File: src/rtl/vga_timing_pkg.sv
// VGA 640x480@60 timing constants and counter width shared by the sync generator.
// The derived totals and sync windows are for the default mode only.
package vga_timing_pkg;

  localparam int CNT_W = 10;

  localparam int DEF_CLK_DIV   = 4;
  localparam int DEF_H_DISPLAY = 640;
  localparam int DEF_H_FRONT   = 16;
  localparam int DEF_H_SYNC    = 96;
  localparam int DEF_H_BACK    = 48;
  localparam int DEF_V_DISPLAY = 480;
  localparam int DEF_V_FRONT   = 10;
  localparam int DEF_V_SYNC    = 2;
  localparam int DEF_V_BACK    = 33;

  localparam int DEF_H_TOTAL  = DEF_H_DISPLAY + DEF_H_FRONT + DEF_H_SYNC + DEF_H_BACK;
  localparam int DEF_V_TOTAL  = DEF_V_DISPLAY + DEF_V_FRONT + DEF_V_SYNC + DEF_V_BACK;
  localparam int DEF_HS_START = DEF_H_DISPLAY + DEF_H_FRONT;
  localparam int DEF_HS_END   = DEF_HS_START + DEF_H_SYNC - 1;
  localparam int DEF_VS_START = DEF_V_DISPLAY + DEF_V_FRONT;
  localparam int DEF_VS_END   = DEF_VS_START + DEF_V_SYNC - 1;

  function automatic logic in_window(input logic [CNT_W-1:0] v,
                                     input logic [CNT_W-1:0] lo,
                                     input logic [CNT_W-1:0] hi);
    return (v >= lo) && (v <= hi);
  endfunction

endpackage

File: src/rtl/vga_sync_gen_pixel_tick_gen.sv
// Clock divider producing a registered one-clk pixel enable every CLK_DIV clocks.
module pixel_tick_gen
  import vga_timing_pkg::*;
#(
  parameter int CLK_DIV = DEF_CLK_DIV
) (
  input  logic clk,
  input  logic reset,
  output logic p_tick
);

  localparam int DIV_W = (CLK_DIV > 1) ? $clog2(CLK_DIV) : 1;
  localparam logic [DIV_W-1:0] DIV_LAST = DIV_W'(CLK_DIV - 1);

  logic [DIV_W-1:0] r_div;
  logic             r_tick;

  // The tick is registered from the terminal count, so after release the
  // first enable appears on the CLK_DIV-th edge with reset high.
  always_ff @(posedge clk) begin
    if (!reset) begin
      r_div  <= '0;
      r_tick <= 1'b0;
    end else begin
      r_tick <= (r_div == DIV_LAST);
      r_div  <= (r_div == DIV_LAST) ? '0 : r_div + DIV_W'(1);
    end
  end

  assign p_tick = r_tick;

endmodule

File: src/rtl/vga_sync_gen.sv
// VGA sync generator: pixel/line counters plus hsync, vsync, video_on and
// frame_start, all registered from next-state counter values.
module vga_sync_gen
  import vga_timing_pkg::*;
#(
  parameter int CLK_DIV   = DEF_CLK_DIV,
  parameter int H_DISPLAY = DEF_H_DISPLAY,
  parameter int H_FRONT   = DEF_H_FRONT,
  parameter int H_SYNC    = DEF_H_SYNC,
  parameter int H_BACK    = DEF_H_BACK,
  parameter int V_DISPLAY = DEF_V_DISPLAY,
  parameter int V_FRONT   = DEF_V_FRONT,
  parameter int V_SYNC    = DEF_V_SYNC,
  parameter int V_BACK    = DEF_V_BACK
) (
  input  logic             clk,
  input  logic             reset,
  output logic             p_tick,
  output logic [CNT_W-1:0] pixel_x,
  output logic [CNT_W-1:0] pixel_y,
  output logic             hsync,
  output logic             vsync,
  output logic             video_on,
  output logic             frame_start
);

  localparam int H_TOTAL = H_DISPLAY + H_FRONT + H_SYNC + H_BACK;
  localparam int V_TOTAL = V_DISPLAY + V_FRONT + V_SYNC + V_BACK;

  localparam logic [CNT_W-1:0] H_LAST   = CNT_W'(H_TOTAL - 1);
  localparam logic [CNT_W-1:0] V_LAST   = CNT_W'(V_TOTAL - 1);
  localparam logic [CNT_W-1:0] H_VIS    = CNT_W'(H_DISPLAY);
  localparam logic [CNT_W-1:0] V_VIS    = CNT_W'(V_DISPLAY);
  localparam logic [CNT_W-1:0] HS_START = CNT_W'(H_DISPLAY + H_FRONT);
  localparam logic [CNT_W-1:0] HS_END   = CNT_W'(H_DISPLAY + H_FRONT + H_SYNC - 1);
  localparam logic [CNT_W-1:0] VS_START = CNT_W'(V_DISPLAY + V_FRONT);
  localparam logic [CNT_W-1:0] VS_END   = CNT_W'(V_DISPLAY + V_FRONT + V_SYNC - 1);

  if (H_TOTAL > (1 << CNT_W) || V_TOTAL > (1 << CNT_W) || CLK_DIV < 1) begin : g_bad_params
    $error("vga_sync_gen: timing totals exceed the counter range or CLK_DIV < 1");
  end

  logic             w_tick;
  logic             w_x_end;
  logic             w_y_end;
  logic             w_wrap;
  logic [CNT_W-1:0] w_next_x;
  logic [CNT_W-1:0] w_next_y;

  logic [CNT_W-1:0] r_x;
  logic [CNT_W-1:0] r_y;
  logic             r_hs;
  logic             r_vs;
  logic             r_von;
  logic             r_fs;

  pixel_tick_gen #(
    .CLK_DIV (CLK_DIV)
  ) u_tick (
    .clk    (clk),
    .reset  (reset),
    .p_tick (w_tick)
  );

  always_comb begin
    w_x_end  = (r_x == H_LAST);
    w_y_end  = (r_y == V_LAST);
    w_wrap   = 1'b0;
    w_next_x = r_x;
    w_next_y = r_y;
    if (w_tick) begin
      w_next_x = w_x_end ? '0 : r_x + CNT_W'(1);
      if (w_x_end) begin
        w_next_y = w_y_end ? '0 : r_y + CNT_W'(1);
        w_wrap   = w_y_end;
      end
    end
  end

  // Decoding the next-state counters keeps sync/blank aligned with pixel_x/pixel_y.
  always_ff @(posedge clk) begin
    if (!reset) begin
      r_x   <= '0;
      r_y   <= '0;
      r_hs  <= 1'b1;
      r_vs  <= 1'b1;
      r_von <= 1'b0;
      r_fs  <= 1'b0;
    end else begin
      r_x   <= w_next_x;
      r_y   <= w_next_y;
      r_hs  <= !in_window(w_next_x, HS_START, HS_END);
      r_vs  <= !in_window(w_next_y, VS_START, VS_END);
      r_von <= (w_next_x < H_VIS) && (w_next_y < V_VIS);
      r_fs  <= w_wrap;
    end
  end

  assign p_tick      = w_tick;
  assign pixel_x     = r_x;
  assign pixel_y     = r_y;
  assign hsync       = r_hs;
  assign vsync       = r_vs;
  assign video_on    = r_von;
  assign frame_start = r_fs;

endmodule

File: config.mk
export PLATFORM = sky130hd
export DESIGN_NAME = vga_sync_gen
export DESIGN_NICKNAME = d
export VERILOG_FILES = /design/src/rtl/vga_timing_pkg.sv /design/src/rtl/vga_sync_gen_pixel_tick_gen.sv /design/src/rtl/vga_sync_gen.sv
export SDC_FILE = /design/constraint.sdc
export NUM_CORES = 1
export LEC_CHECK = 0
export CORE_MARGIN = 2
export CORE_UTILIZATION = 42
export DETAILED_ROUTE_END_ITERATION = 6
export PLACE_DENSITY = 0.68
export SKIP_CTS_REPAIR_TIMING = 1
export SKIP_LAST_GASP = 1
export SLEW_MARGIN = 0
export SYNTH_ARGS = -nofsm -noshare
export SYNTH_HDL_FRONTEND = slang
export SYNTH_SLANG_ARGS = --single-unit
File: constraint.sdc
create_clock -name clk -period 2.35 [get_ports clk]
set_clock_uncertainty 0.2 [all_clocks]
set_input_delay 0.47 -clock clk [delete_from_list [all_inputs] [get_ports clk]]
set_output_delay 0.47 -clock clk [all_outputs]
set_load 0.005 [all_outputs]
==> impl_metrics.toml, run 1 <==
[clock_network]
root_buffer = "clkbuf_4"
h-tree-depth = 1
clock-sinks = 27
numCtsBuffers = 3
insertion_delay_ns = 0.33
cts_tree = "done"
clkTransAtPathRegs_ns = 0.15
clockBufferDepth = 2

[place]
dpl.cell_count = 267
place.port_buffers = 26
gp_congestion = 0.952
dp_slack_ns = 0.0301
placed_cell_area_sq_um = 1940
dp_hpwl_mm = 2.95

[global_route]
grt_pass1_vias = 1403
grt_antenna_before_repair = 0
grt_usage_pct = 19.6
grt_start_max_net_pins = 19
grt-ovfl-total = 0
grt_pass1_wl_mm = 6.53

[timing]
rsz0062_at_grt = "yes"
finalHoldViolCount = 0
setup_violations = 0
setup_slack_ns = 0.0980
fmax_mhz = 444
finalCritPeriodShare_pct = 95.8
maxSlewViolCount = 0
slew_headroom_pct = 74.1
worst_slew_pin_slew_ns = 0.384
period_needed_ns = 2.25

[worst_setup_path]
worstReg2RegStart = "pixel_x[1]"
cp.required_ns = 2.37
crit_type = "register to register"
crit_start = "pixel_x[1]"
worst-path-max-fanout = 4
arrival_ns = 2.27
critPathLaunchType = "register"
worstSetupEndpointType = "register"

[synthesis]
synthesis.nets = 191
ys_types = 46
synth.yosys.seq_area_share_pct = 35.2
synth_ff_type = "dfxtp_1"
synth_area_sq_um = 1540
ys_seq_elements = 27
synth-async-reset-ratio_pct = 0
avgSynthCellArea_sq_um = 8.31
synthCells = 185
synth-edff-count = 0
ys_warn_count = 0

[floorplanning]
placementRows = 21
pin_count = 27
dieHeight_microns = 64.5
die_w_microns = 64.5
core_area_sq_um = 3420
start_util_pct = 45.0
dieArea_sq_um = 4160

[flow_run]
max_cap_viol_count = 0

[pwr]
ir_drop_uv = 262
power.total_mw = 0.738
p_leak_nw = 0.755
p_per_area_nw_per_um2 = 367

[cells_and_area]
drive_above_1_share_pct = 15.8
area_growth_syn_to_layout_pct = 30.8
final_common_cell = "clkdlybuf4s50_1"
mostFrequentLayoutCells = "clkdlybuf4s50_1 (26), dfxtp_1 (25), buf_4 (24)"
stdcell_count = 274
final_nets = 235
num_antenna_cells = 0
finalInstanceArea_sq_um = 2010

[run_status]
run_status = "finished clean"

[detailed_routing]
drtPass1Iterations = 4
drc = 0
wl_mm = 4.01
wire_per_inst_microns = 14.6
ant_nets = 0
via_per_inst = 5.80
drtIter0Drc = 98
vias = 1590

[hold_path]
min_from = "u_tick.r_div[0]"
hold_class = "register to register"
## worst max-delay path, stage by stage (launching register included)
cell and delay, ns:
dfxtp_1 0.38, ha_2 0.23, and4_1 0.27, nand4_1 0.12
a211oi_1 0.26, o221a_1 0.25, or4b_1 0.43
## metal layers
metal / vias up / share of wire (%) / track usage (%)
li1: 770 / - / -
met2: 56 / 49 / 33.2
met4: 0 / 1.6 / 5.59
met3: 8 / 6.2 / 3.47
met5: - / 0 / 0
met1: 756 / 43 / 25.6
## flip-flops by register name (all words and copies together), names as in the netlist
name and cells:
pixel_x 10, pixel_y 10, u_tick.r_div 2, frame_start 1
hsync 1, u_tick.p_tick 1, video_on 1, vsync 1
## synth_stat cells (3+ instances only)
cell type | n | share of area [%]
nand2_1 | 19 | 4.6
ha_1 | 4 | 3.3
or3_1 | 7 | 2.8
xor2_1 | 5 | 2.8
and2_1 | 3 | 1.2
a21oi_1 | 13 | 4.2
a31oi_1 | 4 | 1.6
nand4_1 | 10 | 4.1
o21ai_0 | 9 | 2.9
nor2_1 | 15 | 3.7
clkbuf_1 | 4 | 0.98
dfxtp_1 | 27 | 35
buf_4 | 3 | 1.5
inv_1 | 4 | 0.98
nand3_1 | 11 | 3.6
nor3_1 | 7 | 2.3
## report_power, final
part           switching [mW]  internal [mW]  total, mW
logic                  0.0247         0.0291     0.0537
registers              0.0101          0.470      0.480
clock network           0.138         0.0665      0.204
total                   0.173          0.566      0.738
## area by class of cell
type | instances | area [sq um]
timing repair buffer | 50 | 440
multi-input combinational | 142 | 925
clock buffer | 4 | 26.3
sequential | 27 | 543
inverter | 5 | 18.8
fill | 323 | 1410
tap | 46 | 57.6
## metrics by stage
stage / setup TNS (ns) / hold slack [ns] / util (%)
2_1_floorplan: 0 / 0.207 / -
3_3_place_gp: 0 / 0.217 / 56.9
3_5_place_dp: 0 / 0.227 / 56.9
4_1_cts: 0 / 0.246 / 57.7
5_1_grt: -0.0494 / 0.262 / 58.9
6_report: 0 / 0.242 / 58.9
## kinds of logic after synthesis
kind of cell    Yosys count  share of synthesized area, %
simple gates             93                          36.3
buf+inv                  16                          5.78
flops                    27                          35.2
fa+ha+maj                 4                          3.25
xor+xnor                  7                          3.99
compound gates           37                          14.9
mux                       1                         0.651
## final timing paths
path	endpoint	slack (ns)	cells past startpoint
setup / recovery	vsync	0.1	6
hold / removal	u_tick.r_div[0]	0.24	1
setup reg to reg	vsync	0.1	6
hold reg to reg	u_tick.r_div[0]	0.24	1
(Power assumes the default switching activity.)
==> run 2, diff against run 1 <==
MAX_ROUTING_LAYER = met4   (was unset)
==> run 2 against run 1 <==
Against the previous run:
- critical path depth is the same
- register-to-register slack better by 0.02 ns
- critical path type unchanged
- design area down 0.44%
==> impl_metrics.toml, run 2 (synthesis gave the netlist of run 1 again) <==
[worst_setup_path]
worstSetupEndpointType = "register"
worst-path-max-fanout = 6
r2r_setup_slack_ns = 0.12
arrival_ns = 2.25
ff2ff_path_depth = 6
worstReg2RegEnd = "vsync"
worstReg2RegStart = "pixel_y[1]"
crit_type = "register to register"
cp.required_ns = 2.37
crit_start = "pixel_y[1]"
critPathLaunchType = "register"

[timing]
slew_headroom_pct = 73.4
period_needed_ns = 2.23
worst_slew_pin_slew_ns = 0.395
tns_ns = 0
fmax_mhz = 448
maxSlewViolCount = 0
finalCritPeriodShare_pct = 95.1
finalHoldViolCount = 0
setup_violations = 0
rsz0062_at_grt = "no"

[cells_and_area]
drive_above_1_share_pct = 18.1
final_common_cell = "clkdlybuf4s50_1"
fillers = 318
final_nets = 234
num_antenna_cells = 0
mostFrequentLayoutCells = "clkdlybuf4s50_1 (26), buf_4 (23), nand2_1 (19), dfxtp_1 (19), nor2_1 (15)"
area_growth_syn_to_layout_pct = 30.2

[clock_network]
insertion_delay_ns = 0.32
cts_tree = "done"
numCtsBuffers = 3
clockBufferDepth = 2
h-tree-depth = 1
root_buffer = "clkbuf_4"
clock-sinks = 27
clkTransAtPathRegs_ns = 0.14

[hold_path]
hold_class = "register to register"
hold_depth = 1
worstHoldEndpoint = "u_tick.r_div[0]"
min_from = "u_tick.r_div[0]"

[floorplanning]
start_util_pct = 45.0
dieArea_sq_um = 4160
die_w_microns = 64.5
core_area_sq_um = 3420
placementRows = 21
dieHeight_microns = 64.5
pin_count = 27

[detailed_routing]
drtPass1Iterations = 4
wl_met1_mm = 1.81
vias = 1544
routed.top_layer = "met4"
via_per_inst = 5.66
drc = 0
wire_per_inst_microns = 14.2
dr_wl_met3_microns = 156
wl_met2_mm = 1.85
wl_mm = 3.89
ant_nets = 0
drtIter0Drc = 78

[global_route]
grt-ovfl-total = 0
grt_pass1_wl_mm = 6.51
grt_usage_pct = 20.0
grt_pass1_vias = 1441
grt_start_max_net_pins = 19
grt_antenna_before_repair = 0

[pwr]
power.total_mw = 0.735
ir_drop_uv = 197
p_per_area_nw_per_um2 = 367
p_leak_nw = 0.752

[place]
place.port_buffers = 26
gp_congestion = 0.990
dp_hpwl_mm = 2.96

[run_status]
run_status = "finished clean"

[flow_run]
max_cap_viol_count = 0
run 2: changes by cell type in the layout (fill, tap and decap cells not counted):
cell,previous run,this run
dfxtp_1,25,19
dfxtp_2,2,8
buf_4,24,23
nand3_1,11,10
nand3_2,0,1
nor3_1,6,7
nor3_2,2,1
nor4_2,0,1
nor4_4,1,0
run 2: worst max-delay path, cell delays in order (launching register included):
cell and delay, ns:
dfxtp_2 0.40, ha_1 0.18, nor4b_1 0.25, nand4_1 0.14, a211oi_1 0.28, o221a_1 0.24
or4b_1 0.43
run 2: power by group:
group          internal, mW  switching, mW
Clock                0.0666          0.134
Sequential            0.471         0.0102
Combinational        0.0293         0.0245
Total                 0.567          0.169
run 2: cell type report:
type / count / area [sq um] / share of cell area [%]
inverters: 5 / 18.8 / 0.938
multi-input cells: 142 / 916 / 45.7
repair buffers: 49 / 433 / 21.6
well taps: 46 / 57.6 / 2.88
flip-flops and latches: 27 / 551 / 27.5
clock buffers: 4 / 26.3 / 1.31
run 2: how the worst max path moves through the flow:
| stage | endpoint | slack (ns) | cells after the start |
|---|---|---|---|
| final | vsync | 0.12 | 6 |
| after global routing | vsync | 0.01 | 5 |
| after CTS | vsync | 0.06 | 7 |
| after detailed placement | vsync | 0.07 | 6 |
| after global placement | vsync | 0.14 | 6 |
| after floorplan | vsync | 0.07 | 7 |
run 2: metrics by stage:
step	hold slack (ns)	instance area [sq um]	setup slack (ns)	std cells	util, %
3_3_place_gp	0.217	1930	0.139	265	56.4
5_1_grt	0.271	2000	0.00961	273	58.6
3_5_place_dp	0.237	1930	0.0698	265	56.4
6_report	0.250	2000	0.116	273	58.6
2_1_floorplan	0.207	1540	0.0726	185	-
4_1_cts	0.256	1950	0.0550	269	57.2
run 2: per-layer routing:
layer | vias to the layer above | GRT usage, %
met5 | - | -
met4 | 0 | 7.45
met3 | 10 | 2.95
met2 | 41 | 31.8
met1 | 723 | 26.0
li1 | 770 | -
==> run 3, diff against run 2 <==
CORE_ASPECT_RATIO = 2   (was unset)
DONT_BUFFER_PORTS = 1   (was unset)
PLACE_DENSITY = unset   (was 0.68)
==> run 3 against run 2 <==
Against the previous run:
- hold slack lost 0.14 ns
- highest routed layer unchanged
- critical endpoint unchanged
- sequential share of layout area increased by 2.0 points
- fmax decreased by 3.1%
- clock power rose by 32%
- design area shrank 7.5%
- routed wire length up 19%
- largest cell class unchanged
- non-clock buffer count decreased by 18
==> impl_metrics.toml, run 3 (synthesis gave the netlist of run 1 again) <==
[floorplanning]
pin_count = 27
placementRows = 31
die_w_microns = 46.8
dieHeight_microns = 89.6
start_util_pct = 43.1
dieArea_sq_um = 4190
core_area_sq_um = 3570

[cells_and_area]
final_common_cell = "buf_4"
finalInstanceArea_sq_um = 1850
num_antenna_cells = 0
stdcell_count = 258
area_growth_syn_to_layout_pct = 20.4
mostFrequentLayoutCells = "buf_4 (31), dfxtp_1 (23), nand2_1 (19)"
drive_above_1_share_pct = 23.0
final_nets = 216
fillers = 344

[global_route]
grt_usage_pct = 24.5
grt_antenna_before_repair = 0
grt_start_max_net_pins = 19
grt-ovfl-total = 0
grt_pass1_vias = 1546
grt_pass1_wl_mm = 7.31

[worst_setup_path]
worstSetupEndpointType = "register"
crit_type = "register to register"
crit_family = "simple AND/OR/NAND/NOR gates"
cpPeakStageDelay_ns = 0.56
arrival_ns = 2.26
worst-path-max-fanout = 6
critPathLaunchType = "register"
cp.required_ns = 2.31
crit_buf_inv = 0
path_cells = "and4_1 > and2_1 > a41o_1 > o221a_1 > or4b_1"
cp_slowest_cell = "dfxtp_1"

[timing]
period_needed_ns = 2.31
slew_headroom_pct = 65.9
maxSlewViolCount = 0
setup_violations = 0
fmax_mhz = 434
finalHoldViolCount = 0
finalCritPeriodShare_pct = 98.1
holdWs_ns = 0.115
worst_slew_pin_slew_ns = 0.507

[detailed_routing]
via_per_inst = 6.13
drtPass1Iterations = 4
drtIter0Drc = 54
vias = 1582
drc = 0
ant_nets = 0
wire_per_inst_microns = 17.9
wl_mm = 4.63

[pwr]
ir_drop_uv = 414
power.total_mw = 0.793
p_leak_nw = 0.714
p_per_area_nw_per_um2 = 428

[clock_network]
h-tree-depth = 1
clock-sinks = 27
cts_tree = "done"
root_buffer = "clkbuf_8"
insertion_delay_ns = 0.27
numCtsBuffers = 3
clkTransAtPathRegs_ns = 0.09
clockBufferDepth = 2

[place]
dp_hpwl_mm = 3.49
dpl.cell_count = 253
gp_congestion = 1.05
place.port_buffers = 0
placed_cell_area_sq_um = 1750

[run_status]
run_status = "finished clean"

[flow_run]
max_cap_viol_count = 0

[hold_path]
hold_class = "input pin to register"
## run 3: path summary, 6_finish.rpt
path	from	to	slack [ns]	cells after the start
min reg2reg	u_tick.r_div[0]	u_tick.r_div[0]	0.24	1
max reg2reg	pixel_y[5]	vsync	0.04	5
max	pixel_y[5]	vsync	0.04	5
min	reset	pixel_x[0]	0.12	1
## run 3: report_power, final
| group | switching, mW | internal (mW) | total (mW) | leakage (nW) |
|---|---|---|---|---|
| clock | 0.144 | 0.122 | 0.265 | 0.0228 |
| combinational | 0.0270 | 0.0229 | 0.0499 | 0.470 |
| sequential | 0.00874 | 0.470 | 0.478 | 0.221 |
| total | 0.179 | 0.614 | 0.793 | 0.714 |
## run 3: final cells by class
| type | instances | area [sq um] | share of cell area (%) |
|---|---|---|---|
| multi-input combinational | 142 | 948 | 51.2 |
| sequential | 27 | 546 | 29.5 |
| timing repair buffer | 31 | 233 | 12.6 |
| tap | 49 | 61.3 | 3.31 |
| clock buffer | 4 | 45.0 | 2.43 |
| inverter | 5 | 18.8 | 1.01 |
## run 3: per-stage QoR
step	utilization (%)	setup slack (ns)	setup TNS (ns)
4_1_cts	50.4	0.0215	0
2_1_floorplan	-	0.0726	0
6_report	51.9	0.0449	0
3_3_place_gp	49.2	0.0889	0
5_1_grt	51.9	-0.00201	-0.00338
3_5_place_dp	49.2	0.0425	0
## run 3: layer usage
metal / track usage (%) / vias to the layer above / wire length (microns)
met4: 13.6 / 0 / 253
met2: 44.5 / 79 / 2580
met3: 3.80 / 26 / 248
met5: - / - / 0
li1: - / 727 / -
met1: 22.9 / 750 / 1540
